==> src/rtl/register_bank_32.sv <==
`default_nettype none
// ============================================================================
// Module      : register_bank_32
// Description : Bank of 32 WIDTH-bit registers with a single write port and a
//               sequential clear engine. A clear walks one register per cycle
//               from index 0 to 31, so it takes exactly 32 cycles. The write
//               port is blocked while the clear runs.
// Revision    : 1.0 - initial release
// ----------------------------------------------------------------------------
// Ports
//   clk        in   1          clock; all state changes on the rising edge
//   reset_n    in   1          asynchronous active-low reset
//   wr_valid   in   1          write request valid
//   wr_ready   out  1          write accepted when high (IDLE only)
//   wr_addr    in   5          target register index
//   wr_data    in   WIDTH      write value
//   clr_req    in   1          start a 32-cycle sequential clear
//   clr_busy   out  1          clear sequence in progress
//   regs_flat  out  32*WIDTH   register i on bits [i*WIDTH +: WIDTH]
// Build option
//   REG0_ZERO_EN : when defined, register 0 is hard-wired to zero. Writes to
//                  address 0 still complete the handshake; the data is dropped.
// ============================================================================
module register_bank_32 #(
    parameter int WIDTH = 32
) (
    input  logic                  clk,
    input  logic                  reset_n,
    input  logic                  wr_valid,
    output logic                  wr_ready,
    input  logic [4:0]            wr_addr,
    input  logic [WIDTH-1:0]      wr_data,
    input  logic                  clr_req,
    output logic                  clr_busy,
    output logic [32*WIDTH-1:0]   regs_flat
);

`ifdef REG0_ZERO_EN
    localparam bit REG0_ZERO = 1'b1;
`else
    localparam bit REG0_ZERO = 1'b0;
`endif

    localparam logic [0:0] ST_IDLE  = 1'b0;
    localparam logic [0:0] ST_CLEAR = 1'b1;

    logic [0:0] state;
    logic [0:0] state_next;
    logic [4:0] clr_cnt;
    logic       wr_accept;
    logic       clr_active;

    // ------------------------------------------------------------------
    // State register
    // ------------------------------------------------------------------
    always_ff @(posedge clk or negedge reset_n) begin
        if (!reset_n) begin
            state <= ST_IDLE;
        end else begin
            state <= state_next;
        end
    end

    // ------------------------------------------------------------------
    // Next-state logic. clr_req is only looked at in IDLE, so a request
    // during a clear neither restarts nor stretches it.
    // ------------------------------------------------------------------
    always_comb begin
        state_next = state;
        case (state)
            ST_IDLE:  if (clr_req)          state_next = ST_CLEAR;
            ST_CLEAR: if (clr_cnt == 5'd31) state_next = ST_IDLE;
            default:                        state_next = ST_IDLE;
        endcase
    end

    // ------------------------------------------------------------------
    // Outputs decoded from state only
    // ------------------------------------------------------------------
    always_comb begin
        wr_ready   = 1'b0;
        clr_busy   = 1'b0;
        clr_active = 1'b0;
        case (state)
            ST_IDLE:  wr_ready = 1'b1;
            ST_CLEAR: begin
                clr_busy   = 1'b1;
                clr_active = 1'b1;
            end
            default:  wr_ready = 1'b1;
        endcase
    end

    assign wr_accept = wr_valid && wr_ready;

    // ------------------------------------------------------------------
    // Clear counter. It is held at 0 in IDLE, so every clear starts at
    // register 0. In CLEAR it wraps 31 -> 0 on the same edge that returns
    // the FSM to IDLE.
    // ------------------------------------------------------------------
    always_ff @(posedge clk or negedge reset_n) begin
        if (!reset_n) begin
            clr_cnt <= 5'd0;
        end else if (clr_active) begin
            clr_cnt <= clr_cnt + 5'd1;
        end else begin
            clr_cnt <= 5'd0;
        end
    end

    // ------------------------------------------------------------------
    // Register storage. A write and a clear step can never hit the same
    // cycle: writes are accepted only in IDLE and clear steps only occur
    // in CLEAR.
    // ------------------------------------------------------------------
    for (genvar i = 0; i < 32; i++) begin : g_reg
        if (REG0_ZERO && (i == 0)) begin : g_zero
            assign regs_flat[i*WIDTH +: WIDTH] = '0;
        end else begin : g_ff
            logic [WIDTH-1:0] q;
            always_ff @(posedge clk or negedge reset_n) begin
                if (!reset_n) begin
                    q <= '0;
                end else if (wr_accept && (wr_addr == 5'(i))) begin
                    q <= wr_data;
                end else if (clr_active && (clr_cnt == 5'(i))) begin
                    q <= '0;
                end
            end
            assign regs_flat[i*WIDTH +: WIDTH] = q;
        end
    end

endmodule
`default_nettype wire

==> config.mk <==
export PLATFORM = sky130hd
export DESIGN_NAME = register_bank_32
export DESIGN_NICKNAME = d
export VERILOG_FILES = /design/src/rtl/register_bank_32.sv
export SDC_FILE = /design/constraint.sdc
export NUM_CORES = 1
export LEC_CHECK = 0
export BUFFER_PORTS_ARGS = -buffer_cell sky130_fd_sc_hd__buf_4
export CAP_MARGIN = 10
export CORE_AREA = 2 2 414 416
export DETAILED_ROUTE_END_ITERATION = 16
export DIE_AREA = 0 0 416 418
export SYNTH_ARGS = -nofsm -noshare
export SYNTH_HDL_FRONTEND = slang
export SYNTH_SLANG_ARGS = --single-unit
==> constraint.sdc <==
create_clock -name clk -period 1.9 [get_ports clk]
set_clock_uncertainty 0.15 [all_clocks]
set_input_delay 0 -clock clk [delete_from_list [all_inputs] [get_ports clk]]
set_output_delay 0 -clock clk [all_outputs]
set_load 0.05 [all_outputs]
==> out/qor.txt, run 1 <==
routed vias/inst: 5.270
Switching Power: 18600 µW
WL met3: 19530 µm
Internal: 39220 µW
crit end category: flip-flop
average wire per standard cell: 34.00 µm
maximum clock frequency: 0.4874 GHz
Hold Fails Final Rpt: 0
Critical path destination: g_reg[11].g_ff.q[13]
NumNets Final: 3939
Clock Root Buffer: clkbuf_16
CP max FO: 8
Crit Path Category: reg2reg
worst-case reg-to-reg path depth: 8
reg-to-reg endpoint: g_reg[11].g_ff.q[13]
post-layout util: 0.3403
CTS tree: built
Num CTS Buffers: 110
r2r startpoint: state
most frequent cell after synthesis: dfrtp_1
# DRC: 0
initial antenna violation count: 20
maxcap violations: 0
routability cong.: 0.8253
post-layout worst setup margin: -0.1517 ns
top cells by area, synth: dfrtp_1 (68%), a22o_1 (22%), mux2i_1 (2.5%)
Synth cell types: 43
top sig layer: met5
Max Root-Sink Buffers: 3
RSZ-0062 raised after global routing: true
register bit total from synthesis: 1030
post-synthesis cell type with the largest combined area: dfrtp_1
full die area: 173900 µm²
post-synth net total: 2680
Gate power share: 0.201
ys async rst share: 1.000
Core Footprint: 169100 µm²
Clock Power Share: 0.390
Flop pwr share: 0.408
vias in the first global route: 30760
reg2reg setup slack: -0.15 ns
critical path arrival: 2.51 ns
Setup crit start: state
DR pass1 iterations: 5
GRT Util Overall: 0.2123
status: finished, violations left
H-tree levels: 3
global-route wire length before repair: 259300 µm
Setup violations, final: 836
clk slew on worst S/H paths: 0.06 ns
initial core utilization: 0.2230
Metal-1 WL: 80060 µm
Post-synth EDFFs: 0
most frequent cells after synthesis: dfrtp_1 (1030), a22o_1 (928), clkbuf_1 (237), mux2i_1 (96), nand2_1 (71)
share of the synthesized area in the top cell type: 0.6835
Final period util: 1.080
synth warn: 0
Via Count: 32740
mapped cell area: 37710 µm²
final global-route overflow total: 0
Net Sw Frac: 0.3217
largest net degree at the start of global routing: 89
pwr/cell area: 1005 nW/µm²
sequential share of the synthesized area: 0.6835
Tmin final: 2.052 ns
peak supply drop: 815.7 µV
DP Wirelength: 128300 µm
Post-Layout Inst Area: 57540 µm²
worst-margin pin slew: 0.8500 ns
CP startpoint kind: flip-flop
Top-Level Pins: 1067
PortBufs: 1066
Die X: 416 µm
drt total wl: 211200 µm
failing checks: setup timing
DR WL met2: 100700 µm
Slew Viols, Final: 0
Syn Inst Count: 2633
post-synthesis area per instance: 14.32 µm²
Main synth FF type: dfrtp_1
worst hold path class: in2reg
Syn-to-layout area delta: 52.61%
CP Data Required Time: 2.36 ns
clock latency on the worst-skew pair: 0.76 ns
Final ANT Viol Nets: 0
Leakage: 0.02915 µW
Slew HR: 0.4333
share of layout cells above drive strength 1: 0.4246
clock sink count: 1030
Post-DP Area: 50330 µm²
initial DRC count: 3487
# rows: 151
Die H: 418 µm
-- critical path, cell delays in order (launching register included) --
cell and delay, ns:
dfrtp_2 0.43, buf_12 0.14, and3b_2 0.29, buf_6 0.13
buf_6 0.10, a22oi_2 0.07, buf_6 0.19, clkbuf_16 0.19
a22o_1 0.19
-- layer usage --
layer | track usage | vias to the layer above
met1 | 0.2621 | 17250
met2 | 0.3499 | 2454
li1 | - | 12470
met4 | 0.1011 | 6
met3 | 0.04916 | 568
met5 | 0 | -
-- worst min-delay path by stage --
| stage | startpoint | end | slack [ns] | depth (start not counted) |
|---|---|---|---|---|
| floorplan | reset_n | clr_cnt[0] | -0.45 | 0 |
| global placement | reset_n | g_reg[27].g_ff.q[11] | -0.19 | 1 |
| detailed placement | reset_n | g_reg[27].g_ff.q[11] | -0.19 | 1 |
| CTS | wr_data[25] | g_reg[31].g_ff.q[25] | 0.02 | 4 |
| global route | wr_data[11] | g_reg[31].g_ff.q[11] | 0.09 | 4 |
| finish | wr_data[11] | g_reg[16].g_ff.q[11] | 0.12 | 3 |
-- per-stage QoR --
stage                     setup WS (ns)  instances  TNS [ns]  hold slack [ns]  total power, µW
after floorplan                 -0.2729       2633   -185.84          -0.4456            29260
after global placement          -0.2940       5816    -93.05          -0.1950            34310
after detailed placement        -0.3267       5816   -112.48          -0.1925            34380
after CTS                       -0.1571       6098    -46.74          0.01833            57300
after global routing            -0.2099       6208   -104.77          0.09032            59390
final                           -0.1517       6213    -45.15           0.1221            57810
-- power groups by stage --
stage	combinational, µW	sequential, µW	clock, µW
floorplan	2340	26900	0
global placement	10400	23900	0
detailed placement	10500	23900	0
CTS	10900	23500	22900
global route	12000	23700	23700
finish	11600	23600	22600
-- final cells by class --
cell class	instances	area [µm²]
Antenna cell	17	42.54
Sequential cell	1030	25780
Inverter	36	141.4
Multi-Input combinational cell	1250	10870
Fill cell	16470	111500
Clock buffer	153	3174
Timing Repair Buffer	1464	14160
Clock inverter	45	603.1
Tap cell	2218	2775
-- repair_timing --
action	in CTS	in global routing
endpoints found under the setup margin	1021	1019
hold endpoints to repair	2055	0
pin swaps	51	124
gates resized for setup	55	93
gates cloned	11	69
setup buffers	28	33
hold buffers	46	0
-- sequential cells by signal, indices dropped and copies added (netlist names) --
| name | cells |
|---|---|
| g.g_ff.q | 1024 |
| state | 1 |
| clr_cnt | 5 |
-- logic make-up (layout without fill, tap and decap cells) --
| logic type | after synthesis | count (layout) | share of synthesized area |
|---|---|---|---|
| flip-flops | 1030 | 1030 | 0.6835 |
| AO/OA/AOI/OAI | 990 | 990 | 0.2259 |
| buffers and inverters | 353 | 1698 | 0.03919 |
| AND/OR/NAND/NOR | 156 | 156 | 0.02339 |
| multiplexers | 96 | 96 | 0.02548 |
| adder cells (fa/ha/maj) | 6 | 6 | 0.001991 |
| XOR/XNOR | 2 | 2 | 0.0004646 |
| other | 0 | 17 | 0 |
-- cells in the final DEF, fill, tap and decap left out, types with 19 or more instances in the layout --
master,netlist,routed
buf_16,0,19
a22o_1,928,928
buf_12,0,130
clkbuf_16,0,158
buf_4,12,1176
o21ai_0,33,33
a22oi_2,0,25
inv_1,36,33
nand2_1,71,69
nor2_4,4,20
clkinv_2,0,19
dlygate4sd3_1,0,44
buf_6,4,37
clkbuf_8,0,26
mux2i_1,96,95
dfrtp_1,1030,1026
(Power assumes the default switching activity.)
==> run 2, diff against run 1 <==
--- a/config.mk
+++ b/config.mk
@@ -12,2 +12,3 @@
 export DIE_AREA = 0 0 416 418
+export PLACE_DENSITY = 0.41
 export SYNTH_ARGS = -nofsm -noshare
--- a/constraint.sdc
+++ b/constraint.sdc
@@ -4,2 +4,2 @@
 set_output_delay 0 -clock clk [all_outputs]
-set_load 0.05 [all_outputs]
+set_load 0.01 [all_outputs]
==> out/qor.txt, run 2 (synthesis results as in run 1) <==
worst path cell trace: buf_6 -> and3b_2 -> buf_12 -> buf_6 -> a22oi_2 -> buf_12 -> clkbuf_16 -> a22o_1
clock latency on the worst-skew pair: 0.74 ns (-0.02 ns)
maxcap violations: 0 (unchanged)
WP depth: 8 (unchanged)
PortBufs: 1066 (unchanged)
Top-Level Pins: 1067 (unchanged)
pre-CTS setup slack: -0.3661 ns (-0.03939 ns)
worst hold path class: in2reg
biggest regs: g.g_ff.q: 1024 flops, clr_cnt: 5 flops, state: 1 flops
Final ANT Viol Nets: 0 (unchanged)
max reg flops: 1024 (unchanged)
most frequent cells in the layout: buf_4 (1195), dfrtp_1 (1029), a22o_1 (928)
peak supply drop: 771.7 µV (-5.4%)
commonest non-fill, non-tap cell in the layout: buf_4
worst-case reg-to-reg path depth: 8 (unchanged)
pwr/cell area: 988.1 nW/µm² (-1.6%)
Slew HR: 0.4984 (+0.06513)
NumNets Final: 3913 (-0.66%)
worst-margin pin slew: 0.7506 ns (-0.09947 ns)
full die area: 173900 µm² (unchanged)
DP Wirelength: 135300 µm (+5.5%)
WP buf/inv: 5 (unchanged)
crit end category: flip-flop
Leakage: 0.02892 µW (-0.79%)
largest net degree at the start of global routing: 79 (-11%)
DR pass1 iterations: 5 (unchanged)
top cell family by delay on the critical path: buffers and inverters
Non-Filler Instances: 6179 (-0.55%)
initial antenna violation count: 6 (-70%)
# DRC: 0 (unchanged)
# rows: 151 (unchanged)
vias in the first global route: 29990 (-2.5%)
average wire per standard cell: 34.04 µm (+0.13%)
Reg with most FFs: g.g_ff.q
GRT Util Overall: 0.2284 (+0.01611)
Hold Path Cell Cnt: 3 (unchanged)
H-tree levels: 3 (unchanged)
failing checks: setup timing
Die H: 418 µm (unchanged)
Setup violations, final: 844 (+0.96%)
drt total wl: 210300 µm (-0.42%)
placed cell count: 5841 (+0.43%)
routed vias/inst: 4.912 (-6.8%)
Clock Root Buffer: clkbuf_16
Die X: 416 µm (unchanged)
Core Footprint: 169100 µm² (unchanged)
Slew Viols, Final: 0 (unchanged)
CP startpoint kind: flip-flop
Final period util: 1.085 (+0.005276)
Syn-to-layout area delta: 50.49%
share of layout cells above drive strength 1: 0.4194 (-0.005141)
Num CTS Buffers: 117 (+6.4%)
initial core utilization: 0.2230 (unchanged)
clk slew on worst S/H paths: 0.06 ns (about the same)
Via Count: 30350 (-7.3%)
status: finished, violations left
Tmin final: 2.062 ns (+0.01003 ns)
global-route wire length before repair: 275100 µm (+6.1%)
Sum Neg Setup Slack: -47.17 ns (-2.022 ns)
Max Root-Sink Buffers: 3 (unchanged)
clock sink count: 1030 (unchanged)
CTS tree: built
slowest CP cell: dfrtp_1
Crit Path Category: reg2reg
CP max FO: 8 (unchanged)
routability cong.: 0.7708 (-6.6%)
critical path arrival: 2.50 ns (about the same)
maximum clock frequency: 0.4850 GHz (-0.49%)
RSZ-0062 raised after global routing: true
post-layout worst setup margin: -0.1617 ns (-0.01003 ns)
Slowest Stage Delay on Critical Path: 0.40 ns (-0.03 ns)
CP Data Required Time: 2.34 ns (-0.02 ns)
Hold Fails Final Rpt: 0 (unchanged)
initial DRC count: 2455 (-30%)
final global-route overflow total: 0 (unchanged)
## run 2: changes by cell type in the layout (fill, tap and decap cells not counted), sizes merged
cell	before	now
clkbuf	201	179
diode	17	1
bufbuf	0	5
dlygate4sd3	44	42
inv	41	39
nor2	25	27
clkinv	30	31
## run 2: path summary, 6_finish.rpt
check	startpoint	endpoint	slack, ns
setup reg to reg	state	g_reg[1].g_ff.q[11]	-0.16
hold reg to reg	g_reg[10].g_ff.q[5]	g_reg[10].g_ff.q[5]	0.34
setup / recovery	state	g_reg[1].g_ff.q[11]	-0.16
max in group asynchronous	reset_n	g_reg[31].g_ff.q[25]	0.44
min in group asynchronous	reset_n	g_reg[14].g_ff.q[16]	0.15
hold / removal	wr_data[8]	g_reg[10].g_ff.q[8]	0.14
## run 2: per-stage QoR
stage / area, µm² / hold WS, ns / total power [µW] / utilization
finish: 56740 / 0.1356 / 56070 / 0.3356
global route: 56740 / 0.1091 / 58020 / 0.3356
CTS: 56170 / -0.03390 / 56260 / 0.3322
detailed placement: 50550 / -0.2735 / 31810 / 0.2989
global placement: 50550 / -0.2691 / 31820 / 0.2989
floorplan: 37870 / -0.4456 / 26560 / -
## run 2: worst register-to-register path, delay by kind of cell, from the launching register on
| family | cells | cell delay [ns] |
|---|---|---|
| AOI/OAI and AO/OA | 2 | 0.24 |
| buffers and inverters | 5 | 0.80 |
| DFF | 1 | 0.40 |
| and+or+nand+nor | 1 | 0.32 |
## run 2: cell type report
cell class | instances | area, µm²
antenna | 1 | 2.502
clock buffer | 169 | 3435
clock inverter | 44 | 566.8
fill | 16620 | 112300
inverter | 36 | 135.1
multi-input combinational | 1252 | 10830
sequential | 1030 | 25780
tap | 2218 | 2775
timing repair buffer | 1429 | 13220
## run 2: repair_timing
action,4_1_cts,5_1_grt
hold buffers,41,2
hold endpoints to repair,2055,32
setup endpoints to repair,971,1026
buffers inserted,33,15
pin swaps,56,62
gates resized for setup,61,48
gates cloned,23,14
## run 2: power by group
group | internal, µW | leakage, µW | switching, µW | total, µW
clock | 13700 | 0.00198 | 9990 | 23600
combinational | 3470 | 0.0127 | 5410 | 8880
sequential | 22900 | 0.0143 | 662 | 23500
total | 40000 | 0.0289 | 16100 | 56100
## run 2: per-layer routing
metal  share of wire  vias to the layer above  track usage
met1            0.40                    16280       0.2814
met3           0.067                      315      0.05503
met5               0                        -            0
li1                -                    12400            -
met2            0.49                     1358       0.3822
met4           0.043                        0      0.09424
==> run 3, diff against run 2 <==
- ABC_AREA: default -> 1
- CORE_AREA: 2 2 414 416 -> 2 2 421 423
- DIE_AREA: 0 0 416 418 -> 0 0 423 425
- PLACE_DENSITY: 0.41 -> 0.42
==> out/qor.txt, run 3 <==
status: complete, no violations
peak supply drop: 841.0 µV (+9.0%)
Slowest Stage Delay on Critical Path: 0.63 ns (+0.23 ns)
clk slew on worst S/H paths: 0.06 ns (about the same)
initial antenna violation count: 20 (+14)
GRT Util Overall: 0.2456 (+0.01725)
H-tree levels: 3 (unchanged)
# rows: 154 (+2.0%)
DP Wirelength: 155900 µm (+15%)
DR pass1 iterations: 5 (unchanged)
worst hold path class: in2reg
CTS tree: built
slowest CP cell: dlygate4sd3_1
Post-DP Area: 53920 µm² (+6.7%)
Top-Level Pins: 1067 (unchanged)
Post-Layout Inst Area: 59000 µm² (+4.0%)
maximum clock frequency: 0.5369 GHz (+11%)
RSZ-0062 raised after global routing: true
Crit Path Category: in2reg
reg2reg setup slack: 0.07 ns (+0.23 ns)
placed cell count: 7922 (+36%)
Final ANT Viol Nets: 0 (unchanged)
routability cong.: 0.8157 (+5.8%)
Critical path destination: g_reg[28].g_ff.q[12]
clock sink count: 1030 (unchanged)
most frequent cells in the layout: nand2_1 (2082), buf_4 (1166), dfrtp_1 (1030)
synth warn: 0 (unchanged)
Syn-to-layout area delta: 42.66%
Via Count: 38830 (+28%)
Setup violations, final: 0 (-100%)
max reg flops: 1024 (unchanged)
top cell family by delay on the critical path: buffers and inverters
power consumption: 61320 µW (+9.4%)
# DRC: 0 (unchanged)
worst path cell trace: dlygate4sd3_1 -> buf_4 -> inv_1 -> nand2_1 -> nor2_1 -> dlygate4sd3_1 -> nand2_2 -> inv_1 -> buf_12 -> nand2_1 -> nand2_1
register bit total from synthesis: 1030 (unchanged)
worst-case reg-to-reg path depth: 8 (unchanged)
worst hold slack: 0.09668 ns (-0.03892 ns)
maxcap violations: 0 (unchanged)
reg-to-reg endpoint: g_reg[28].g_ff.q[20]
Setup crit start: wr_addr[0]
biggest regs: g.g_ff.q: 1024 flops, clr_cnt: 5 flops, state: 1 flops
average wire per standard cell: 28.23 µm (-17%)
worst-margin pin slew: 1.053 ns (+0.3024 ns)
routed vias/inst: 4.717 (-4.0%)
vias in the first global route: 36600 (+22%)
mapped cell area: 41360 µm² (+9.7%)
Leakage: 0.03351 µW (+16%)
post-synth net total: 4718 (+76%)
Non-Filler Instances: 8232 (+33%)
Synth cell types: 19 (-56%)
sequential share of the synthesized area: 0.6232 (-0.06030)
global-route wire length before repair: 311200 µm (+13%)
initial core utilization: 0.2359 (+0.01286)
Tmin final: 1.863 ns (-0.1990 ns)
clock latency on the worst-skew pair: 0.78 ns (+0.04 ns)
full die area: 179800 µm² (+3.4%)
share of layout cells above drive strength 1: 0.2688 (-0.1506)
r2r startpoint: clr_cnt[0]
Reg with most FFs: g.g_ff.q
Clock Root Buffer: clkbuf_16
Hold Path Cell Cnt: 4 (+1)
post-synthesis area per instance: 8.854 µm² (-38%)
WP buf/inv: 6 (+1)
Slew Viols, Final: 0 (unchanged)
Syn Inst Count: 4671 (+77%)
crit end category: flip-flop
NumNets Final: 5840 (+49%)
drt total wl: 232400 µm (+10%)
Die H: 425 µm (+1.7%)
Slew HR: 0.2957 (-0.2028)
Max Root-Sink Buffers: 3 (unchanged)
WP depth: 11 (+3)
critical path arrival: 2.41 ns (-0.09 ns)
PortBufs: 1066 (unchanged)
most frequent cell after synthesis: nand2_1
Num CTS Buffers: 120 (+2.6%)
CP max FO: 32 (+24)
top cells by area, synth: dfrtp_1 (62%), nand2_1 (19%), nand3_1 (13%)
Die X: 423 µm (+1.7%)
largest net degree at the start of global routing: 83 (+5.1%)
final global-route overflow total: 0 (unchanged)
commonest non-fill, non-tap cell in the layout: nand2_1
Final period util: 0.9803 (-0.1048)
ys async rst share: 1.000 (unchanged)
post-synthesis cell type with the largest combined area: dfrtp_1
Core Footprint: 175300 µm² (+3.7%)
post-layout util: 0.3365 (+0.0009050)
CP startpoint kind: primary input
most frequent cells after synthesis: nand2_1 (2104), nand3_1 (1033), dfrtp_1 (1030), clkbuf_1 (192), buf_2 (100)
pwr/cell area: 1039 nW/µm² (+5.2%)
Main synth FF type: dfrtp_1
initial DRC count: 3520 (+43%)
Hold Fails Final Rpt: 0 (unchanged)
CP Data Required Time: 2.45 ns (+0.11 ns)
share of the synthesized area in the top cell type: 0.6232 (-0.06030)
critical path's most frequent cell: nand2_1
Post-synth EDFFs: 0 (unchanged)
==> run 3: cell types whose count changed after synthesis, moves of 10 or more <==
| cell | delta |
|---|---|
| a22o_1 | -928 |
| a22oi_1 | -25 |
| buf_1 | +37 |
| buf_2 | +39 |
| buf_4 | +16 |
| buf_6 | +25 |
| clkbuf_1 | -45 |
| inv_2 | +19 |
| mux2i_1 | -96 |
| nand2_1 | +2033 |
| nand2_4 | +10 |
| nand3_1 | +1031 |
| nor2_1 | +18 |
| o21ai_0 | -32 |
==> run 3: worst min-delay path, cell delays in order <==
cell	delay (ns)
dlygate4sd3_1	0.53
buf_4	0.26
nand2_1	0.12
nand2_1	0.05
==> run 3: worst min-delay path by stage <==
| stage | startpoint | end | slack, ns |
|---|---|---|---|
| final | wr_data[19] | g_reg[18].g_ff.q[19] | 0.1 |
| after global routing | wr_data[26] | g_reg[19].g_ff.q[26] | 0.04 |
| after CTS | wr_data[26] | g_reg[26].g_ff.q[26] | 0.005 |
| after detailed placement | reset_n | g_reg[11].g_ff.q[21] | -0.19 |
| after global placement | reset_n | g_reg[11].g_ff.q[21] | -0.18 |
| after floorplan | reset_n | clr_cnt[0] | -0.45 |
==> run 3: final cells by class <==
cell class / count / area, µm²
multi-input combinational: 3204 / 13630
tap: 2340 / 2928
sequential: 1030 / 25770
antenna: 3 / 7.507
timing repair buffer: 1389 / 12550
inverter: 48 / 205.2
fill: 18380 / 116300
clock inverter: 21 / 229.0
clock buffer: 197 / 3676
==> run 3: kinds of logic after synthesis <==
| kind of cell | after synthesis | synth area share |
|---|---|---|
| simple gates | 3194 | 0.3239 |
| flops | 1030 | 0.6232 |
| buf+inv | 437 | 0.05052 |
| fa+ha+maj | 6 | 0.001815 |
| compound gates | 4 | 0.0005445 |
==> run 3: report_power, final <==
| part | internal [µW] | leakage (µW) | total, µW | switching, µW |
|---|---|---|---|---|
| Combinational | 4740 | 0.0173 | 12400 | 7640 |
| Clock | 13400 | 0.00190 | 23400 | 10000 |
| Sequential | 24100 | 0.0143 | 25500 | 1480 |
| Total | 42200 | 0.0335 | 61300 | 19100 |
==> run 3: through the flow <==
step	TNS, ns	worst slack, ns
2_1_floorplan	0	0.09410
4_1_cts	0	0.01425
6_report	0	0.03736
3_3_place_gp	-0.9715	-0.02358
5_1_grt	-0.03888	-0.008090
3_5_place_dp	-0.2512	-0.03363
==> run 3: what timing repair did <==
| action | in CTS | in global routing |
|---|---|---|
| gates resized for setup | 1 | 36 |
| endpoints found under the hold margin | 2055 | 0 |
| gates cloned | 0 | 9 |
| setup endpoints to repair | 229 | 370 |
| buffers inserted | 2 | 12 |
| hold buffers | 66 | 0 |
| pin swaps | 1 | 6 |
==> run 3: routing by layer <==
metal	wire length (µm)	GRT usage
met1	94370	0.3092
met5	37	0
met4	11940	0.1177
met3	15080	0.04727
met2	111000	0.4049
